## src/rtl/postmortem_capture_ctrl.sv

```systemverilog
// Write-side controller for the postmortem ring buffer: streams samples into the
// RAM write port as a ring, records a fixed post-trigger tail, then freezes.
module postmortem_capture_ctrl #(
  parameter int DWIDTH     = 32,
  parameter int RAM_DEPTH  = 50000,
  parameter int POST_DEPTH = 25000,
  localparam int AW = (RAM_DEPTH > 1) ? $clog2(RAM_DEPTH) : 1,
  localparam int VW = $clog2(RAM_DEPTH + 1)
) (
  input  logic              i_clk,
  input  logic              i_rst,
  input  logic              i_arm,
  input  logic              i_sample_valid,
  input  logic [DWIDTH-1:0] i_sample,
  input  logic              i_trig,
  output logic [AW-1:0]     o_ram_addr,
  output logic              o_ram_ce,
  output logic              o_ram_we,
  output logic [DWIDTH-1:0] o_ram_din,
  output logic [1:0]        o_state,
  output logic              o_done,
  output logic [AW-1:0]     o_trig_addr,
  output logic [AW-1:0]     o_start_addr,
  output logic [VW-1:0]     o_valid_cnt
);

  localparam int PW = $clog2(POST_DEPTH + 1);
  localparam logic [AW-1:0] LAST_ADDR = AW'(RAM_DEPTH - 1);
  localparam logic [VW-1:0] FULL_CNT  = VW'(RAM_DEPTH);
  localparam logic [PW-1:0] LAST_POST = PW'(POST_DEPTH - 1);

  typedef enum logic [1:0] {
    IDLE = 2'd0,
    RUN  = 2'd1,
    POST = 2'd2,
    DONE = 2'd3
  } state_t;

  state_t            state;
  logic [AW-1:0]     wr_ptr;
  logic [AW-1:0]     trig_addr;
  logic [AW-1:0]     ram_addr;
  logic [VW-1:0]     valid_cnt;
  logic [PW-1:0]     post_cnt;
  logic [DWIDTH-1:0] ram_din;
  logic              ram_wr;
  logic              done;
  logic              accept;

  assign accept = i_sample_valid && (state == RUN || state == POST);

  // Ring write path and capture FSM share one register block; the write
  // port is driven one cycle after the sample is accepted.
  always_ff @(posedge i_clk or negedge i_rst) begin
    if (!i_rst) begin
      state     <= IDLE;
      wr_ptr    <= '0;
      trig_addr <= '0;
      ram_addr  <= '0;
      valid_cnt <= '0;
      post_cnt  <= '0;
      ram_din   <= '0;
      ram_wr    <= 1'b0;
      done      <= 1'b0;
    end else begin
      ram_wr <= accept;
      if (accept) begin
        ram_addr <= wr_ptr;
        ram_din  <= i_sample;
        wr_ptr   <= (wr_ptr == LAST_ADDR) ? '0 : wr_ptr + AW'(1);
        if (valid_cnt != FULL_CNT)
          valid_cnt <= valid_cnt + VW'(1);
      end

      case (state)
        IDLE, DONE: begin
          if (i_arm) begin
            state     <= RUN;
            done      <= 1'b0;
            wr_ptr    <= '0;
            valid_cnt <= '0;
            post_cnt  <= '0;
            trig_addr <= '0;
          end
        end
        RUN: begin
          if (i_trig) begin
            trig_addr <= wr_ptr;
            if (i_sample_valid) begin
              // The trigger-cycle sample is the first post-trigger sample.
              post_cnt <= PW'(1);
              if (POST_DEPTH == 1) begin
                state <= DONE;
                done  <= 1'b1;
              end else begin
                state <= POST;
              end
            end else begin
              state <= POST;
            end
          end
        end
        POST: begin
          if (i_sample_valid) begin
            post_cnt <= post_cnt + PW'(1);
            if (post_cnt == LAST_POST) begin
              state <= DONE;
              done  <= 1'b1;
            end
          end
        end
        default: state <= IDLE;
      endcase
    end
  end

  assign o_ram_addr   = ram_addr;
  assign o_ram_din    = ram_din;
  assign o_ram_ce     = ram_wr;
  assign o_ram_we     = ram_wr;
  assign o_state      = state;
  assign o_done       = done;
  assign o_trig_addr  = trig_addr;
  assign o_valid_cnt  = valid_cnt;
  // Once the ring has wrapped, the oldest word sits where the next write would go.
  assign o_start_addr = (state == DONE && valid_cnt == FULL_CNT) ? wr_ptr : '0;

endmodule

```

## config.mk

```make
export PLATFORM = sky130hd
export DESIGN_NAME = postmortem_capture_ctrl
export DESIGN_NICKNAME = d
export VERILOG_FILES = /design/src/rtl/postmortem_capture_ctrl.sv
export SDC_FILE = /design/constraint.sdc
export NUM_CORES = 1
export LEC_CHECK = 0
export ABC_AREA = 1
export CELL_PAD_IN_SITES_DETAIL_PLACEMENT = 0
export CELL_PAD_IN_SITES_GLOBAL_PLACEMENT = 2
export CORE_MARGIN = 1
export CORE_UTILIZATION = 31
export DETAILED_ROUTE_END_ITERATION = 8
export GPL_TIMING_DRIVEN = 0
export PLACE_DENSITY = 0.95
export REMOVE_ABC_BUFFERS = 1
export SYNTH_ARGS = -nofsm -noshare
export SYNTH_HDL_FRONTEND = slang
export SYNTH_SLANG_ARGS = --single-unit
```

## constraint.sdc

```tcl
create_clock -name i_clk -period 4 [get_ports i_clk]
set_input_delay 1 -clock i_clk [delete_from_list [all_inputs] [get_ports i_clk]]
set_output_delay 1 -clock i_clk [all_outputs]
set_load 0.05 [all_outputs]
```

== Word-level counts from Yosys, hierarchy flattened ==
Index checks and enable logic that the tools add are counted.
Operators by class
  add/sub/neg operators: 3
  multiply operators: 0
  divide/modulo/power cells: 0
  magnitude comparators: 0
  equal/unequal tests: 12
  shift operators: 0
  muxes and demuxes: 26
  bitwise operators: 0
  reductions and logical operators: 11
Operators with widths (number)
  16-bit two-way mux: 11
  15-bit two-way mux: 4
  15-bit one-hot mux with 3 select lines: 1
  16-bit by 1-bit adder with 16-bit output, second input constant: 2
  16-bit == test, second input constant: 2
  16-bit one-hot mux with 2 select lines: 1
  16-bit inequality test, second input constant: 1
  15-bit by 1-bit adder with 15-bit output, second input constant: 1
  15-bit == test, second input constant: 1
  4-bit AND reduction: 3
  2-bit two-way mux: 4
  2-bit inequality test, second input constant: 4
  2-bit one-hot mux with 3 select lines: 1
  2-bit == test, second input constant: 2
  2-bit nonzero test: 2
  1-bit two-way mux: 3
  3-bit AND reduction: 1
  2-bit by 1-bit == test with 1-bit output, second input constant: 1
  1-bit logical AND: 2
  2-bit logical NOT: 1
  2-bit by 1-bit inequality test with 1-bit output, second input constant: 1
  1-bit one-hot mux with 2 select lines: 1
  2-bit OR reduction: 1
  1-bit logical OR: 1
Storage, ports and cells
  register bits: 115
  bits in latches: 0
  bits in writable memories: 0
  memory bits (read-only): 0
  bits of input ports: 37
  output and inout port bits: 101
  logic and storage cells: 61
  memories: 0

== Logic depth before layout (Yosys ltp) ==
  word-level depth: 6
  gate-level depth with buffers: 11
  mapped depth without buffers: 11

== Least setup slack after synthesis ==
OpenSTA, ideal clock, no wires.
  path kind: flip-flop to output port
  from: reg valid_cnt[0] (netlist: o_valid_cnt[0])
  to: out o_start_addr[0]
  arrival time: 2083 ps
  data required time: 3000 ps
  path slack: 917 ps
  stages on the path, launching flop included: 9
  path buffers: 1
  cell sequence: dfrtp_1 -> inv_1 -> ha_1 -> nand2_1 -> nor2_1 -> nand4_1 -> nand2b_4 -> buf_6 -> nor2_1
On the way
  cells in the longest elaborated chain, start to end: 3
RTL lines
  start: declaration: line 43  | logic [VW-1:0] valid_cnt;
  start signal: assignment: line 72  | valid_cnt <= valid_cnt + VW'(1);
  16-bit == test: line 126  | assign o_start_addr = (state == DONE && valid_cnt == FULL_CNT) ? wr_ptr : '0;
  1-bit logical AND: line 126
  16-bit two-way mux: line 126
  end: declaration: line 23  | output logic [AW-1:0] o_start_addr,
No other way between the ends.

== Final worst setup path ==
  from: reg valid_cnt[0] (netlist: o_valid_cnt[0])
  to: out o_start_addr[4]
The elaborated chain is that of the path after synthesis.

==> flow_summary.html <==
<table>
<tr><th>Metric</th><th>Value</th></tr>
<tr><th colspan="2">Layout</th></tr>
<tr><td>Fraction of layout instances using a drive strength above 1</td><td>8.77%</td></tr>
<tr><td>Antenna diodes</td><td>0</td></tr>
<tr><td>Most frequent cells in the layout</td><td>220 x nand2_1, 133 x clkdlybuf4s50_1, 115 x dfrtp_1</td></tr>
<tr><td>Nets@finish</td><td>886</td></tr>
<tr><td>Count of fill cells added during filler insertion</td><td>1809</td></tr>
<tr><td>Final standard cell count with taps included and fillers excluded</td><td>1084</td></tr>
<tr><td>Final Instance Area</td><td>7840 um2</td></tr>
<tr><td>Leading cell type in the layout, fill and taps excluded</td><td>nand2_1</td></tr>
<tr><td>Layout-stage area growth over the synthesis result</td><td>37.9%</td></tr>
<tr><th colspan="2">Clocking</th></tr>
<tr><td>Hold-fix buffers at CTS</td><td>0</td></tr>
<tr><td>CTS tree</td><td>built</td></tr>
<tr><td>Clock latency at the later pin of the worst-skew pair</td><td>420 ps</td></tr>
<tr><td>Cts bufs inserted</td><td>17</td></tr>
<tr><td>Clock Path Buffers</td><td>2</td></tr>
<tr><td>Clock Pin Slew Worst Setup and Hold Paths</td><td>50 ps</td></tr>
<tr><td>Clock Sink Count</td><td>115</td></tr>
<tr><td>Clk Tree Root Cell</td><td>clkbuf_16</td></tr>
<tr><td>Post-CTS Repair Setup Buffers</td><td>0</td></tr>
<tr><td>H-Tree Depth</td><td>4</td></tr>
<tr><th colspan="2">GRT</th></tr>
<tr><td>Global-route usage over all layers</td><td>16.3%</td></tr>
<tr><td>Largest net degree at the start of global routing</td><td>71</td></tr>
<tr><td>Remaining Overflow, GRT</td><td>0</td></tr>
<tr><td>Busiest grt layer</td><td>met2</td></tr>
<tr><td>Number of antenna violations at the first check in global routing</td><td>0</td></tr>
<tr><td>Global-route met1 utilization</td><td>22.4%</td></tr>
<tr><td>First-pass GRT wire length</td><td>23700 um</td></tr>
<tr><td>Vias in the first global route</td><td>4624</td></tr>
<tr><td>Met2 Resource Use GR</td><td>23.5%</td></tr>
<tr><td>Met3 Track Usage GR</td><td>5.52%</td></tr>
<tr><th colspan="2">Yosys</th></tr>
<tr><td>Average cell area after synthesis</td><td>8.03 um2</td></tr>
<tr><td>Synth Area in Compound Gates</td><td>7.00%</td></tr>
<tr><td>Combinational family with the most area after synthesis</td><td>simple AND/OR/NAND/NOR gates</td></tr>
<tr><td>Multiplexer share of the synthesized area</td><td>0%</td></tr>
<tr><td>Post-synthesis sequential area ratio</td><td>50.6%</td></tr>
<tr><td>Parity-gate share of the synthesized area counting xor and xnor cells</td><td>0.924%</td></tr>
<tr><td>Adder-cell share of the synthesized area</td><td>1.54%</td></tr>
<tr><td>Cells after synthesis</td><td>708</td></tr>
<tr><td>Post-Synthesis Cell Area</td><td>5690 um2</td></tr>
<tr><td>Number of different library cells in the post-synthesis netlist</td><td>38</td></tr>
<tr><td>Warnings from Yosys</td><td>0</td></tr>
<tr><td>Flip-flop and latch count after synthesis</td><td>115</td></tr>
<tr><td>Post-synthesis simple-gate area fraction</td><td>31.7%</td></tr>
<tr><th colspan="2">Setup path</th></tr>
<tr><td>Worst reg2reg setup slack</td><td>1170 ps</td></tr>
<tr><td>Startpoint of the worst register-to-register path</td><td>o_state[0]</td></tr>
<tr><td>Peak fanout along the critical path</td><td>16</td></tr>
<tr><td>Critical R2R Capture</td><td>wr_ptr[13]</td></tr>
<tr><td>Max incr delay on CP</td><td>820 ps</td></tr>
<tr><td>Worst Setup End Kind</td><td>output port</td></tr>
<tr><td>Arrival time reported for the critical path endpoint</td><td>2820 ps</td></tr>
<tr><td>Sum of buffers and inverters on the critical path</td><td>2</td></tr>
<tr><td>Worst Reg2Reg Path Length in Cells</td><td>10</td></tr>
<tr><td>Slowest cell on the critical path</td><td>clkdlybuf4s50_1</td></tr>
<tr><td>Worst EP required</td><td>3000 ps</td></tr>
<tr><td>Kind of start point of the critical path</td><td>flop</td></tr>
<tr><td>Cell seen most often among critical-path stages</td><td>nor2_1</td></tr>
<tr><td>CP Cell Sequence</td><td>inv_1, ha_1, nand2_1, nor2_1, nand4_1, nand2b_4, nor2_1, clkdlybuf4s50_1</td></tr>
<tr><td>Kind of cell with the highest combined delay on the critical path</td><td>buffers and inverters</td></tr>
<tr><td>Category of the most critical setup path</td><td>flop to output port</td></tr>
<tr><th colspan="2">Routing</th></tr>
<tr><td>DRC violations left</td><td>2</td></tr>
<tr><td>Number of design-rule violations left by the first detailed-router iteration</td><td>277</td></tr>
<tr><td>Total Routed Length</td><td>14500 um</td></tr>
<tr><td>Post-detailed-route count of antenna-violating nets</td><td>0</td></tr>
<tr><td>Via count</td><td>4922</td></tr>
<tr><td>Routed wire length per instance</td><td>13.4 um</td></tr>
<tr><td>Routed vias/inst</td><td>4.54</td></tr>
<tr><td>DRT Pass-1 Iters</td><td>9</td></tr>
<tr><th colspan="2">STA</th></tr>
<tr><td>Max Transition Viols Final</td><td>0</td></tr>
<tr><td>Post-route clock period utilization</td><td>95.6%</td></tr>
<tr><td>Final WS setup</td><td>178 ps</td></tr>
<tr><td>Worst Tran Pin Value</td><td>1240 ps</td></tr>
<tr><td>Final number of setup-violating endpoints</td><td>0</td></tr>
<tr><td>Final Hold Violating Endpoints</td><td>0</td></tr>
<tr><td>Unrepaired setup endpoints after global routing</td><td>no</td></tr>
<tr><td>Min Tclk post-route</td><td>3820 ps</td></tr>
<tr><td>Max-slew headroom at the worst pin</td><td>17.4%</td></tr>
<tr><td>Post-route setup TNS</td><td>0 ps</td></tr>
<tr><td>Worst clock skew on the final layout</td><td>10.2 ps</td></tr>
<tr><td>Timing-limited maximum frequency</td><td>262 MHz</td></tr>
<tr><th colspan="2">Run</th></tr>
<tr><td>Maximum capacitance violations</td><td>0</td></tr>
<tr><th colspan="2">Die</th></tr>
<tr><td>Starting utilization of the core area</td><td>31.7%</td></tr>
<tr><td>Die outline area</td><td>18900 um2</td></tr>
<tr><td># rows</td><td>49</td></tr>
<tr><td>Count of pins on the block boundary</td><td>138</td></tr>
<tr><td>Die Y</td><td>137 um</td></tr>
<tr><td>Total core area</td><td>18000 um2</td></tr>
<tr><td>Die extent in x</td><td>137 um</td></tr>
<tr><th colspan="2">Outcome</th></tr>
<tr><td>Violations in the final reports</td><td>DRC</td></tr>
<tr><td>Run status</td><td>finished with violations</td></tr>
<tr><th colspan="2">Pwr</th></tr>
<tr><td>Pwr dens</td><td>700 nW/um2</td></tr>
<tr><td>Leak pwr</td><td>3.56 nW</td></tr>
<tr><td>Power consumption</td><td>5.49 mW</td></tr>
<tr><td>Maximum vdd ir drop</td><td>0.410 mV</td></tr>
<tr><th colspan="2">Placement</th></tr>
<tr><td>Worst setup slack before clock tree synthesis</td><td>447 ps</td></tr>
<tr><td>Area of placed instances</td><td>7220 um2</td></tr>
<tr><td>Final HPWL DP</td><td>9910 um</td></tr>
<tr><td>Port buffer count</td><td>137</td></tr>
<tr><td>Number of placed instances with taps included</td><td>1052</td></tr>
<tr><td>Final weighted congestion in routability-driven placement</td><td>0.757</td></tr>
<tr><th colspan="2">Hold path</th></tr>
<tr><td>End point of the worst hold path</td><td>o_done</td></tr>
<tr><td>Cells on Worst Hold Path</td><td>2</td></tr>
<tr><td>Startpoint of the worst hold path</td><td>o_done</td></tr>
<tr><td>Kind of path behind the tightest hold check</td><td>flop to flop</td></tr>
</table>
-- timing repair --
item                                    4_1_cts  5_1_grt
resized for setup                             0        3
endpoints found under the setup margin        0        3
hold endpoints to repair                      0        0
-- synthesized netlist by cell type, drive strengths merged --
library cell  instances  share of area, %
nand3b                2              0.48
xnor2                 1              0.15
buf                  20               2.6
xor2                  5              0.77
o21a                  1              0.13
nand2               228                15
dfrtp               115                51
o21ai                48               4.4
a31oi                 1              0.11
clkbuf                3              0.20
ha                    7               1.5
nand3                51               4.5
o21bai                1              0.13
nor2                 88               7.7
nor3b                 1              0.13
nor3                 18               2.0
nand2b                1              0.24
a22oi                 1              0.13
inv                  83               5.5
nand4                10               1.1
a21oi                21               2.0
or2                   1              0.11
a22o                  1              0.15
-- kinds of logic (layout without fill, tap and decap cells) --
kind of cell | count (synthesis) | count (layout)
adder cells (fa/ha/maj) | 7 | 7
AND/OR/NAND/NOR | 400 | 400
flip-flops | 115 | 115
buffers and inverters | 106 | 253
XOR/XNOR | 6 | 6
AO/OA/AOI/OAI | 74 | 74
-- worst min-delay path, delay by kind of cell (launching register included) --
family | cells | cell delay, ps
DFF | 1 | 340
and+or+nand+nor | 2 | 100
-- stage by stage --
step	util (%)	hold WS, ps
floorplan	-	494
global placement	40.0	460
detailed placement	40.2	464
CTS	43.6	475
global route	43.7	491
finish	43.7	468
-- flip-flops by register name, summed over array words and instances (netlist names), 2 cells and up --
name and flops:
post_cnt 15, wr_ptr 16, o_state 2, o_valid_cnt 16, o_ram_din 32, o_trig_addr 16
o_ram_addr 16
-- area by class of cell --
cell class / count / area [um2] / share of cell area (%)
multi-input combinational: 487 / 2340 / 29.8
clock buffer: 22 / 464 / 5.92
tap: 229 / 287 / 3.65
sequential: 115 / 2880 / 36.7
inverter: 83 / 314 / 4.00
clock inverter: 10 / 155 / 1.98
timing repair buffer: 138 / 1410 / 17.9
-- how the worst max path moves through the flow --
stage	startpoint	endpoint	slack [ps]	depth (start not counted)
2_1_floorplan	o_valid_cnt[0]	o_start_addr[0]	830	7
3_3_place_gp	i_rst	o_ram_addr[14]	-2990	1
3_5_place_dp	i_sample_valid	wr_ptr[13]	450	8
4_1_cts	o_valid_cnt[0]	o_start_addr[0]	80	8
5_1_grt	o_valid_cnt[0]	o_start_addr[3]	0.7	8
6_report	o_valid_cnt[0]	o_start_addr[4]	180	8
-- where the power goes --
| group | leakage, nW | internal [mW] | switching, mW |
|---|---|---|---|
| clock network | 0.300 | 1.07 | 0.526 |
| logic | 1.72 | 0.654 | 1.68 |
| registers | 1.54 | 1.40 | 0.160 |
-- routing by layer --
| layer | wire (um) | vias to the layer above | share of wire, % |
|---|---|---|---|
| met1 | 6940 | 2295 | 48 |
| met2 | 6370 | 120 | 44 |
| met5 | 0 | - | 0 |
| met4 | 203 | 0 | 1.4 |
| li1 | - | 2492 | - |
| met3 | 998 | 15 | 6.9 |
Power figures use the tool's default switching activity.
